===== config.mk =====
export PLATFORM = sky130hd
export DESIGN_NAME = mc_ctrl_fsm
export DESIGN_NICKNAME = d
export VERILOG_FILES = /design/src/rtl/mc_ctrl_fsm.sv
export SDC_FILE = /design/constraint.sdc
export NUM_CORES = 1
export LEC_CHECK = 0
export ABC_AREA = 0
export CAP_MARGIN = 20
export CELL_PAD_IN_SITES_DETAIL_PLACEMENT = 2
export CELL_PAD_IN_SITES_GLOBAL_PLACEMENT = 2
export CORE_MARGIN = 4
export CORE_UTILIZATION = 24
export DETAILED_ROUTE_END_ITERATION = 16
export PLACE_DENSITY = 0.77
export SYNTH_ARGS = -nofsm -noshare
export SYNTH_HDL_FRONTEND = slang
export SYNTH_SLANG_ARGS = --single-unit
export TNS_END_PERCENT = 10

===== constraint.sdc =====
create_clock -name clk -period 3.5 [get_ports clk]
set_input_delay 0.875 -clock clk [delete_from_list [all_inputs] [get_ports clk]]
set_output_delay 0.875 -clock clk [all_outputs]
set_load 0.05 [all_outputs]

===== src/rtl/mc_ctrl_fsm.sv =====
// mc_ctrl_fsm: main control FSM for a multicycle MIPS-subset core.
// Sequences FETCH/DECODE/EXEC/MEM/WB per instruction, emits datapath enables,
// a one-cycle retire pulse and a free-running retired-instruction counter.
// Optional feature: define MC_CTRL_BREAK_HALT_EN to make `break` stop the core
// in HALT until reset; without it `break` is an unrecognised funct.
module mc_ctrl_fsm (
    input  logic        clk,
    input  logic        rst,
    input  logic [5:0]  op,
    input  logic [5:0]  funct,
    input  logic        overflow,
    input  logic        zero,
    input  logic        dm_ready,
    output logic        pc_we,
    output logic        ir_we,
    output logic        rf_we,
    output logic        dm_cs,
    output logic        dm_r,
    output logic        dm_w,
    output logic        branch_take,
    output logic [2:0]  state,
    output logic        instr_done,
    output logic [31:0] retired,
    output logic        halted
);

    typedef enum logic [2:0] {
        S_FETCH  = 3'd0,
        S_DECODE = 3'd1,
        S_EXEC   = 3'd2,
        S_MEM    = 3'd3,
        S_WB     = 3'd4,
        S_HALT   = 3'd5
    } state_t;

    localparam logic [5:0] OP_RTYPE = 6'h00;
    localparam logic [5:0] OP_J     = 6'h02;
    localparam logic [5:0] OP_JAL   = 6'h03;
    localparam logic [5:0] OP_BEQ   = 6'h04;
    localparam logic [5:0] OP_BNE   = 6'h05;
    localparam logic [5:0] OP_ADDI  = 6'h08;
    localparam logic [5:0] OP_LW    = 6'h23;
    localparam logic [5:0] OP_SW    = 6'h2B;

    localparam logic [5:0] F_JR     = 6'h08;
    localparam logic [5:0] F_BREAK  = 6'h0D;
    localparam logic [5:0] F_ADD    = 6'h20;
    localparam logic [5:0] F_SUB    = 6'h22;

    // R-type functs that execute on the ALU and write back (shifts and ALU ops)
    function automatic logic r_alu_funct(input logic [5:0] f);
        case (f)
            6'h00, 6'h02, 6'h03, 6'h04, 6'h06, 6'h07,
            6'h20, 6'h21, 6'h22, 6'h23, 6'h24, 6'h25,
            6'h26, 6'h27, 6'h2A, 6'h2B: r_alu_funct = 1'b1;
            default:                     r_alu_funct = 1'b0;
        endcase
    endfunction

    // Immediate ALU opcodes addi..lui occupy the contiguous range 0x08..0x0F
    function automatic logic i_alu_op(input logic [5:0] o);
        i_alu_op = (o[5:3] == 3'b001);
    endfunction

    state_t state_q;
    state_t state_d;

    logic is_rtype;
    logic is_jump;
    logic is_jal;
    logic is_beq;
    logic is_bne;
    logic is_lw;
    logic is_sw;
    logic is_alu;
    logic ovf_trap;
`ifdef MC_CTRL_BREAK_HALT_EN
    logic is_break;
`endif

    // Instruction class decode from the held IR fields
    always_comb begin
        is_rtype = (op == OP_RTYPE);
        is_jump  = (op == OP_J) || (is_rtype && (funct == F_JR));
        is_jal   = (op == OP_JAL);
        is_beq   = (op == OP_BEQ);
        is_bne   = (op == OP_BNE);
        is_lw    = (op == OP_LW);
        is_sw    = (op == OP_SW);
        is_alu   = (is_rtype && r_alu_funct(funct)) || i_alu_op(op);
        // Trapping adds suppress the register write but still retire
        ovf_trap = overflow &&
                   ((is_rtype && ((funct == F_ADD) || (funct == F_SUB))) ||
                    (op == OP_ADDI));
`ifdef MC_CTRL_BREAK_HALT_EN
        is_break = is_rtype && (funct == F_BREAK);
`endif
    end

    // Next-state and control outputs; reset masks every enable
    always_comb begin
        state_d     = state_q;
        pc_we       = 1'b0;
        ir_we       = 1'b0;
        rf_we       = 1'b0;
        dm_cs       = 1'b0;
        dm_r        = 1'b0;
        dm_w        = 1'b0;
        branch_take = 1'b0;
        instr_done  = 1'b0;

        case (state_q)
            S_FETCH: begin
                ir_we   = 1'b1;
                pc_we   = 1'b1;
                state_d = S_DECODE;
            end
            S_DECODE: begin
                if (is_jump) begin
                    pc_we      = 1'b1;
                    instr_done = 1'b1;
                    state_d    = S_FETCH;
                end else if (is_jal) begin
                    pc_we   = 1'b1;
                    state_d = S_WB;
`ifdef MC_CTRL_BREAK_HALT_EN
                end else if (is_break) begin
                    instr_done = 1'b1;
                    state_d    = S_HALT;
`endif
                end else begin
                    state_d = S_EXEC;
                end
            end
            S_EXEC: begin
                if (is_beq || is_bne) begin
                    branch_take = (is_beq && zero) || (is_bne && !zero);
                    pc_we       = branch_take;
                    instr_done  = 1'b1;
                    state_d     = S_FETCH;
                end else if (is_lw || is_sw) begin
                    state_d = S_MEM;
                end else if (is_alu) begin
                    state_d = S_WB;
                end else begin
                    instr_done = 1'b1;
                    state_d    = S_FETCH;
                end
            end
            S_MEM: begin
                dm_cs = 1'b1;
                dm_r  = is_lw;
                dm_w  = is_sw;
                if (dm_ready) begin
                    if (is_lw) begin
                        state_d = S_WB;
                    end else begin
                        instr_done = 1'b1;
                        state_d    = S_FETCH;
                    end
                end
            end
            S_WB: begin
                rf_we      = !ovf_trap;
                instr_done = 1'b1;
                state_d    = S_FETCH;
            end
            S_HALT: begin
`ifdef MC_CTRL_BREAK_HALT_EN
                state_d = S_HALT;
`else
                state_d = S_FETCH;
`endif
            end
            default: begin
                state_d = S_FETCH;
            end
        endcase

        if (rst) begin
            pc_we       = 1'b0;
            ir_we       = 1'b0;
            rf_we       = 1'b0;
            dm_cs       = 1'b0;
            dm_r        = 1'b0;
            dm_w        = 1'b0;
            branch_take = 1'b0;
            instr_done  = 1'b0;
        end
    end

    // State register and retired-instruction counter (wraps naturally)
    always_ff @(posedge clk) begin
        if (rst) begin
            state_q <= S_FETCH;
            retired <= 32'd0;
        end else begin
            state_q <= state_d;
            if (instr_done) begin
                retired <= retired + 32'd1;
            end
        end
    end

    assign state = state_q;

`ifdef MC_CTRL_BREAK_HALT_EN
    assign halted = (state_q == S_HALT);
`else
    assign halted = 1'b0;
`endif

endmodule


=== After elaboration in Yosys (flattened, before gate mapping) ===
Memory sizes are Yosys's and may differ from the RTL's.
Cells that the tools add are included.

* Memories: 1
* Input port bits: 17
* Memory bits (read-only): 64
* Logic and storage cells: 70
* Register bits after elaboration: 35

* Eq/ne operators: 16
* Reductions and logical operators: 17
* Multiplexer cells: 33
* Add/subtract/negate cells: 1

{| class="wikitable"
|+ Memories
! memory !! words !! bits a word !! read ports !! clocked after Yosys merged registers in !! write ports !! line !! RTL
|-
| (name not given) || 64 || 1 || 1 || 0 || 0 || 52 || <nowiki>case (f)</nowiki>
|}

{| class="wikitable"
|+ Operator list
! cell !! number
|-
| $add 32x1->32 const B || 1
|-
| $eq 6x6->1 const B || 4
|-
| $mux 1 || 23
|-
| $mux 3 || 7
|-
| $eq 6x2->1 const B || 2
|-
| $eq 6x3->1 const B || 2
|-
| $eq 6x4->1 const B || 2
|-
| $pmux 3 s4 || 1
|-
| $logic_or 1x1->1 || 7
|-
| $eq 3x1->1 const B || 2
|-
| $eq 3x2->1 const B || 2
|-
| $logic_and 1x1->1 || 6
|-
| $logic_not 6->1 || 1
|-
| $pmux 1 s4 || 1
|-
| $eq 3x3->1 const B || 1
|-
| $logic_not 3->1 || 1
|-
| $pmux 1 s3 || 1
|-
| $logic_not 1->1 || 2
|-
| $ne 2x2->1 const B || 1
|}

=== Logic depth before layout (Yosys ltp) ===
Gate-level depths: netlist of run 1.

* Depth after elaboration: 8
* Gate-level depth with buffers: 9
* Gate-level depth less buffers: 6

=== Least setup slack after synthesis of run 1 ===
OpenSTA, ideal clock, no wires.

* Path kind: register -> output
* Start: register state_q[1], in the netlist state[1]
* End: output port dm_r
* Path slack: -836 ps
* Stages on the path, launching flop included: 4
* Arrival time: 3,461 ps
* Buffers on the path: 1
* Cell sequence: dfxtp_1 -> clkbuf_1 -> nor3b_1 -> nor3b_1

* Cells in the longest elaborated chain, start to end: 3

{| class="wikitable"
|+ RTL lines
! what !! line !! RTL
|-
| start: declaration || 65 || <nowiki>state_t state_q;</nowiki>
|-
| start signal: assignment || 198 || <nowiki>state_q <= state_d;</nowiki>
|-
| $eq 3x2->1 || 112 || <nowiki>case (state_q)</nowiki>
|-
| $mux 1 || 112 ||
|-
| $mux 1 || 180 || <nowiki>if (rst) begin</nowiki>
|-
| end: declaration || 18 || <nowiki>output logic dm_r,</nowiki>
|}

No other way between the ends.

=== Worst setup path in the final report of run 1 ===
* Start: input port funct[3]
* End: output port pc_we

* Cells in the longest elaborated chain, start to end: 6

{| class="wikitable"
|+ RTL lines
! what !! line !! RTL
|-
| start: declaration || 10 || <nowiki>input logic [5:0] funct,</nowiki>
|-
| $eq 6x4->1 || 84 || <nowiki>is_jump = (op == OP_J) || (is_rtype && (funct == F_JR));</nowiki>
|-
| $logic_and 1x1->1 || 84 ||
|-
| $logic_or 1x1->1 || 84 ||
|-
| $mux 1 || 119 || <nowiki>if (is_jump) begin</nowiki>
|-
| $pmux 1 s3 || 112 ||
|-
| $mux 1 || 180 ||
|-
| end: declaration || 14 || <nowiki>output logic pc_we,</nowiki>
|}

No other way between the ends.

==> results_dict.tcl, run 1 <==
set metrics [dict create \
    ys_ff_latch 35 \
    dpl_worst_slack_ns -0.2445 \
    maxCapViolations 0 \
    fin_util_pct 37.90 \
    worstMarginPinSlew_ns 0.5616 \
    yosysUniqueCellTypes 54 \
    gp_congestion 0.7933 \
    place_area_um2 2950 \
    vias 2365 \
    clock_path_buffers 2 \
    cp-startpoint "funct[3]" \
    ys_warn_count 0 \
    status "finished clean" \
    dp.cells 430 \
    fin_crit_sh_pct 99.54 \
    grt_max_degree 44 \
    routedWlPerCell_um 17.39 \
    dieWidth_um 100.8 \
    syn_inst 260 \
    grtUsageMet2_pct 29.42 \
    final-setup-viol-count 0 \
    fp.coreArea_um2 8299 \
    drc 0 \
    maxSlewViolCount 0 \
    crit_path_start_kind "primary input" \
    io_buffers 59 \
    cp-end-kind "primary output" \
    num_antenna_cells 0 \
    critical_path_class "in -> out" \
    setup_tns_ns 0 \
    rows 33 \
    grt-ovfl-total 0 \
    drt_wl_total_mm 7.738 \
    r2r_slack_ns 0.79 \
    die_h_um 100.8 \
    cp_data_arrival_time_ns 2.61 \
    cts.reportedPaths.clkPinSlew_ns 0.07 \
    timing.rr.start "state[0]" \
    period_minus_slack_ns 3.484 \
    worstPathMaxFanout 2 \
    via_per_inst 5.315 \
    hold_start "retired[18]" \
    r2r_cells 8 \
    use_met1_pct 18.68 \
    netlist_area_um2 2067 \
    fmax_mhz 287.0 \
    synth.avg_cell_area_um2 7.950 \
    syn-num-nets 278 \
    hold_path.class "reg -> reg" \
    htreeDepth 2 \
    ir_drop_v 0.0001023 \
    hold_viol 0 \
    drt_iter0_drc 57 \
    ios 61 \
    grt_util_met3_pct 2.353 \
    async_reset_ff_share_pct 0 \
    grt_pass1_vias 2489 \
    synth_edf_count 0 \
    clk_latency_ns 0.29 \
    required_ns 2.62 \
    area_growth_pct 52.18 \
    die_area_um2 10160 \
    cts_sinks 35 \
    antenna_found_initial 0 \
    cts_tree "done" \
    finalNonFillerCells 445 \
    relSlewSlack_pct 62.03 \
    cts-buffers-inserted 5 \
    leakage_nw 1.025 \
    final_cell_area_um2 3146 \
    grt_setup_unrepaired "true" \
    drive_gt1_share_pct 21.18 \
    powerDensity_nw_per_um2 273.9 \
    root_buffer "clkbuf_8" \
    clock_skew_ns 0.007883 \
    hpwlAfterDp_mm 5.519 \
    yosysSeqAreaShare_pct 33.90 \
    yosys_most_used_dff "dfxtp_1" \
    postRouteAntennaNets 0 \
    nNetsFinal 357 \
    drtPass1Iterations 4 \
    fin_ws_ns 0.01603 \
    start_util_pct 24.91 \
    grtUsageTotal_pct 15.74 \
    grt_pass1_wl_mm 12.86 \
    busiest_layer "met2" \
    endpoint "pc_we" \
    r2r_end "retired[31]" \
]
[flip-flops by register name, indices dropped and copies added, names as in the netlist]
register	flops
retired	32
state	3
[synthesized netlist by cell type (all sizes together), types with 2 or more instances]
cell,instances,share of area [%]
a21oi,34,8.2
a311oi,2,1.1
and2,4,1.3
and3,3,0.97
and4,3,1.3
buf,6,1.9
clkbuf,8,2.4
dfxtp,35,34
inv,5,0.91
nand2,17,3.1
nand2b,2,0.61
nand3,12,2.9
nand3b,2,0.73
nand4,10,3.0
nor2,15,2.7
nor3,4,1.2
nor3b,5,1.8
nor4,2,0.61
nor4b,2,1.1
o211ai,2,0.73
o21ai,19,4.6
o31ai,11,4.0
or2,3,0.91
or3,22,6.8
or4,14,5.3
xor2,2,0.85
[area by class of cell]
class / instances / area (um^2)
Tap cell: 105 / 131.4
Multi-Input combinational cell: 205 / 1333
Clock inverter: 1 / 5.005
Clock buffer: 7 / 76.32
Timing Repair Buffer: 87 / 880.8
Sequential cell: 35 / 700.7
Inverter: 5 / 18.77
Fill cell: 952 / 5154
[placed cells by master, fill, tap and decap left out, types with 8 or more instances in the layout]
cell,netlist,layout
nand3_1,12,11
nand2_1,17,16
or4_1,12,11
buf_4,2,24
clkdlybuf4s50_1,0,44
dfxtp_1,35,35
o21ai_0,19,19
a21oi_1,34,32
nand4_1,10,10
or3_1,19,18
buf_12,0,8
nor2_1,15,14
o31ai_1,11,11
[routing by layer]
metal,up-vias,wire (um)
met2,54,4035
met1,1160,3329
li1,1144,-
met3,7,300
met5,-,0
met4,0,72
[what timing repair did]
action / CTS / global route
resized for setup: 27 / 3
pin swaps: 10 / 2
endpoints found under the setup margin: 4 / 12
buffers inserted: 7 / 0
hold buffers: 0 / 0
hold endpoints to repair: 0 / 0
cloned: 0 / 0
[logic make-up (layout without fill, tap and decap cells)]
kind of cell	after synthesis	in the layout	synth area share, %
xor+xnor	3	3	1.271
compound gates	76	76	21.91
fa+ha+maj	1	1	0.6052
simple gates	123	123	35.90
flops	35	35	33.90
mux	1	1	0.4843
buf+inv	20	100	5.750
other cells	1	1	0.1814
[worst min path at each step]
stage                       end  slack (ns)  cells past startpoint
floorplan           retired[31]        0.70                      2
global placement    retired[28]        0.48                      2
detailed placement  retired[18]        0.49                      2
CTS                 retired[18]        0.51                      2
global route        retired[18]        0.53                      2
finish              retired[18]        0.50                      2
[power breakdown]
group	internal, W	switching, W	leakage [nW]
combinational	0.0000690	0.0000925	0.700
sequential	0.000402	0.00000993	0.282
clock	0.000140	0.000148	0.0422
total	0.000611	0.000251	1.02
[stage by stage]
step | total power [W] | hold slack (ns)
2_1_floorplan | 0.0004977 | 0.7016
3_3_place_gp | 0.0005665 | 0.4752
3_5_place_dp | 0.0005704 | 0.4922
4_1_cts | 0.0008711 | 0.5059
5_1_grt | 0.0009077 | 0.5312
6_report | 0.0008616 | 0.5031
[worst max-delay path, stage by stage]
cell and delay (ns):
clkdlybuf4s50_1 0.50, nor3b_4 0.23, nand2_2 0.11, o22ai_4 0.13, nand3_2 0.11, a211o_1 0.29, a21oi_2 0.21, buf_12 0.16
Note: power is estimated with default switching activity, not from simulation.
==> inputs of run 2 (changes only) <==
CORE_UTILIZATION = 25   (was 24)
CTS_BUF_LIST = sky130_fd_sc_hd__clkbuf_4 sky130_fd_sc_hd__clkbuf_8   (was unset)
PLACE_DENSITY = unset   (was 0.77)
PLACE_DENSITY_LB_ADDON = 0.1   (was unset)
==> results_dict.tcl, run 2 (synthesis gave the netlist of run 1 again) <==
set metrics [dict create \
    status "finished clean" \
    drt_wl_total_mm 7.773 \
    top_register "retired" \
    drc 0 \
    grt_pass1_vias 2451 \
    fp.coreArea_um2 7888 \
    relSlewSlack_pct 64.27 \
    grtUsageTotal_pct 15.86 \
    die_area_um2 9787 \
    r2r_end "retired[26]" \
    period_minus_slack_ns 3.445 \
    mostFrequentLayoutCells "clkdlybuf4s50_1, dfxtp_1, a21oi_1, buf_4, o21ai_0" \
    root_buffer "clkbuf_8" \
    finalNonFillerCells 443 \
    cp_data_arrival_time_ns 2.57 \
    routedWlPerCell_um 17.55 \
    maxCapViolations 0 \
    clock_skew_ns 0.01200 \
    start_util_pct 26.21 \
    die_h_um 98.93 \
    maxSlewViolCount 0 \
    cts.reportedPaths.clkPinSlew_ns 0.08 \
    rows 32 \
    vias 2355 \
    cp-end-kind "primary output" \
    hpwlAfterDp_mm 5.696 \
    largest_reg_flops 32 \
    final-setup-viol-count 0 \
    crit_path_start_kind "primary input" \
    area_growth_pct 52.18 \
    clock_path_buffers 2 \
    drt_iter0_drc 57 \
    fin_crit_sh_pct 98.43 \
    worstMarginPinSlew_ns 0.5285 \
    gp_congestion 0.7982 \
    multi_input_area_um2 1329 \
    dieWidth_um 98.93 \
    r2r_cells 8 \
    grt_pass1_wl_mm 12.61 \
    powerDensity_nw_per_um2 279.8 \
    endpoint "pc_we" \
    timing.hold.ws_ns 0.4904 \
    antenna_found_initial 0 \
    r2r_slack_ns 0.92 \
    cts_sinks 35 \
    postRouteAntennaNets 0 \
    cts-buffers-inserted 5 \
    cts_tree "done" \
    place_area_um2 2972 \
    grt_max_degree 33 \
    drtPass1Iterations 4 \
    ir_drop_v 0.0001125 \
    clk_latency_ns 0.30 \
    hold_path.class "reg -> reg" \
    htreeDepth 2 \
    ios 61 \
    drive_gt1_share_pct 21.41 \
    worstPathMaxFanout 2 \
    grt_setup_unrepaired "true" \
    via_per_inst 5.316 \
    timing.rr.start "state[0]" \
    cp-startpoint "funct[1]" \
    io_buffers 59 \
    num_antenna_cells 0 \
    hold_viol 0 \
    nNetsFinal 358 \
    regArea_um2 700.7 \
    fmax_mhz 290.3 \
    leakage_nw 1.018 \
    final_common_cell "clkdlybuf4s50_1" \
    final_cell_area_um2 3146 \
    grt-ovfl-total 0 \
    required_ns 2.62 \
    critical_path_class "in -> out" \
    fillers 888 \
    dp.cells 432 \
]
## run 2: per-layer routing
layer	global-route usage, %	vias to the layer above	share of wire, %
met5	0	-	0
met4	3.151	0	0.73
met3	3.822	5	4.5
met2	28.41	43	51
met1	19.22	1165	44
li1	-	1142	-
## run 2: final cells by class
class | count | area share [%]
multi-input combinational | 205 | 42.24
timing repair buffer | 88 | 28.00
sequential | 35 | 22.28
tap | 102 | 4.057
clock buffer | 5 | 2.188
clock inverter | 3 | 0.6364
inverter | 5 | 0.5967
## run 2: worst min path at each step
stage | startpoint | to | slack [ns] | cells past startpoint
after global routing | retired[31] | retired[31] | 0.52 | 2
after detailed placement | retired[31] | retired[31] | 0.48 | 2
final | retired[31] | retired[31] | 0.49 | 2
after CTS | retired[31] | retired[31] | 0.49 | 2
after global placement | retired[31] | retired[31] | 0.47 | 2
after floorplan | retired[31] | retired[31] | 0.70 | 2
## run 2: repair_timing
action                                  in CTS  in global routing
hold buffers                                 0                  0
endpoints found under the setup margin       4                  3
pin swaps                                   10                  2
resized for setup                           25                  2
cloned                                       0                  0
setup buffers                                3                  0
## run 2: stage by stage
stage / TNS [ns] / setup slack [ns] / power [W] / util, %
CTS: -0.002622 / -0.002622 / 0.0008943 / 39.74
global placement: -0.6641 / -0.2416 / 0.0005737 / 37.67
floorplan: -0.6562 / -0.3091 / 0.0004977 / -
detailed placement: -1.198 / -0.2972 / 0.0005761 / 37.67
global route: -0.03303 / -0.03031 / 0.0009241 / 39.88
finish: 0 / 0.05492 / 0.0008802 / 39.88
## run 2: report_power, final
| part | internal [W] | switching [W] | total [W] |
|---|---|---|---|
| registers | 0.000402 | 0.00000927 | 0.000411 |
| clock network | 0.000139 | 0.000166 | 0.000305 |
| logic | 0.0000710 | 0.0000932 | 0.000164 |
## run 2: worst max-delay path, cell delays in order
cell and delay [ns]:
clkdlybuf4s50_1 0.46, nor3b_4 0.24, nand2_1 0.13, o22ai_4 0.15
nand3_2 0.10, a211o_1 0.28, a21oi_2 0.18, buf_12 0.16
==> inputs of run 3 (changes only) <==
CELL_PAD_IN_SITES_DETAIL_PLACEMENT = unset   (was 2)
CELL_PAD_IN_SITES_GLOBAL_PLACEMENT = unset   (was 2)
CORE_ASPECT_RATIO = 1.75   (was unset)
CORE_MARGIN = unset   (was 4)
CORE_UTILIZATION = 44   (was 25)
==> results_dict.tcl, run 3 (synthesis gave the netlist of run 1 again) <==
set metrics [dict create \
    drive_gt1_share_pct 21.22 \
    finalNonFillerCells 395 \
    multi_input_area_um2 1308 \
    final-setup-viol-count 0 \
    area_growth_pct 51.51 \
    die_area_um2 4987 \
    worst-path-buf-inv 2 \
    status "finished clean" \
    nNetsFinal 361 \
    grt_pass1_wl_mm 9.839 \
    leakage_nw 1.060 \
    start_util_pct 46.51 \
    io_buffers 59 \
    fillers 342 \
    hpwlAfterDp_mm 4.147 \
    drt_wl_total_mm 6.153 \
    drtPass1Iterations 5 \
    clock_path_buffers 2 \
    hold_depth 2 \
    worstPathMaxFanout 2 \
    powerDensity_nw_per_um2 300.9 \
    fmax_mhz 290.4 \
    root_buffer "clkbuf_8" \
    fin_crit_sh_pct 98.37 \
    htreeDepth 2 \
    rows 32 \
    cts.reportedPaths.clkPinSlew_ns 0.07 \
    crit_path_start_kind "primary input" \
    critical_path_class "in -> out" \
    dp.cells 376 \
    max_stage_delay_ns 0.52 \
    ctsHoldBuffers 0 \
    drt_iter0_drc 33 \
    maxCapViolations 0 \
    ir_drop_v 0.0003214 \
    cts_tree "done" \
    cp.depth 7 \
    r2r_cells 8 \
    relSlewSlack_pct 64.20 \
    required_ns 2.62 \
    ios 61 \
    largest_reg_flops 32 \
    grt_pass1_vias 2189 \
    period_minus_slack_ns 3.443 \
    maxSlewViolCount 0 \
    path_cells "dlygate4sd2_1 -> or4_4 -> o22ai_2 -> nand3_2 -> a211o_1 -> a21oi_2 -> buf_12" \
    final_common_cell "clkdlybuf4s50_1" \
    regArea_um2 700.7 \
    num_antenna_cells 0 \
    hold_viol 0 \
    via_per_inst 6.061 \
    antenna_found_initial 0 \
    slowest_stage "or4_4" \
    hold_path.class "reg -> reg" \
    worstMarginPinSlew_ns 0.5354 \
    clock_skew_ns 0.004847 \
    grt_max_degree 44 \
    cts_sinks 35 \
    cp_data_arrival_time_ns 2.57 \
    grtUsageTotal_pct 26.76 \
    cp-end-kind "primary output" \
    routedWlPerCell_um 15.58 \
    mostFrequentLayoutCells "clkdlybuf4s50_1, dfxtp_1, a21oi_1, buf_4" \
    vias 2394 \
    grt-ovfl-total 0 \
    clk_latency_ns 0.28 \
    fp.coreArea_um2 4444 \
    drc 0 \
    cpLargestDelayFamily "simple AND/OR/NAND/NOR gates" \
    postRouteAntennaNets 0 \
    dieWidth_um 53.81 \
    timing.hold.ws_ns 0.4808 \
    cts-buffers-inserted 5 \
    die_h_um 92.67 \
    top_register "retired" \
    gp_congestion 0.8334 \
]
## run 3: worst reg2reg max path, delay by kind of cell, from the launching register on
kind,cells,cell delay (ns)
AOI/OAI and AO/OA,2,0.28
buffers and inverters,2,0.36
DFF,1,0.52
and+or+nand+nor,4,1.40
## run 3: final timing paths
| kind | from | end | slack, ns |
|---|---|---|---|
| worst max-delay path | op[0] | pc_we | 0.06 |
| worst min-delay path | retired[31] | retired[31] | 0.48 |
| worst max register to register | state[0] | retired[26] | 0.89 |
| worst min register to register | retired[31] | retired[31] | 0.48 |
## run 3: where the power goes
group	switching (W)	total, W	internal [W]
clock network	0.000148	0.000378	0.000230
logic	0.0000870	0.000153	0.0000655
registers	0.00000959	0.000411	0.000402
## run 3: area by class of cell
cell class / count / area share [%]
Clock buffer: 6 / 2.637
Clock inverter: 2 / 1.119
Inverter: 5 / 0.5993
Multi-Input combinational cell: 205 / 41.75
Sequential cell: 35 / 22.37
Tap cell: 51 / 2.038
Timing Repair Buffer: 91 / 29.48
## run 3: timing repair
action / 4_1_cts / 5_1_grt
endpoints found under the setup margin: 3 / 4
setup buffers: 12 / 0
resized for setup: 16 / 5
pin swaps: 9 / 4
## run 3: through the flow
| step | setup TNS, ns | setup slack [ns] | utilization, % | power [W] | area [um^2] |
|---|---|---|---|---|---|
| floorplan | -0.6562 | -0.3091 | - | 0.0004977 | 2079 |
| global placement | -0.3524 | -0.1978 | 64.86 | 0.0005623 | 2883 |
| detailed placement | -0.5453 | -0.2115 | 64.86 | 0.0005631 | 2883 |
| CTS | 0 | 0.01601 | 70.21 | 0.0009426 | 3120 |
| global route | -0.007458 | -0.007458 | 70.47 | 0.0009789 | 3132 |
| finish | 0 | 0.05700 | 70.47 | 0.0009423 | 3132 |
## run 3: routing by layer
metal | vias up | global-route usage, % | wire length, um
met5 | - | 0 | 0
met1 | 1126 | 27.07 | 2280
met3 | 20 | 6.732 | 279
li1 | 1164 | - | -
met4 | 0 | 16.01 | 244
met2 | 84 | 46.19 | 3348
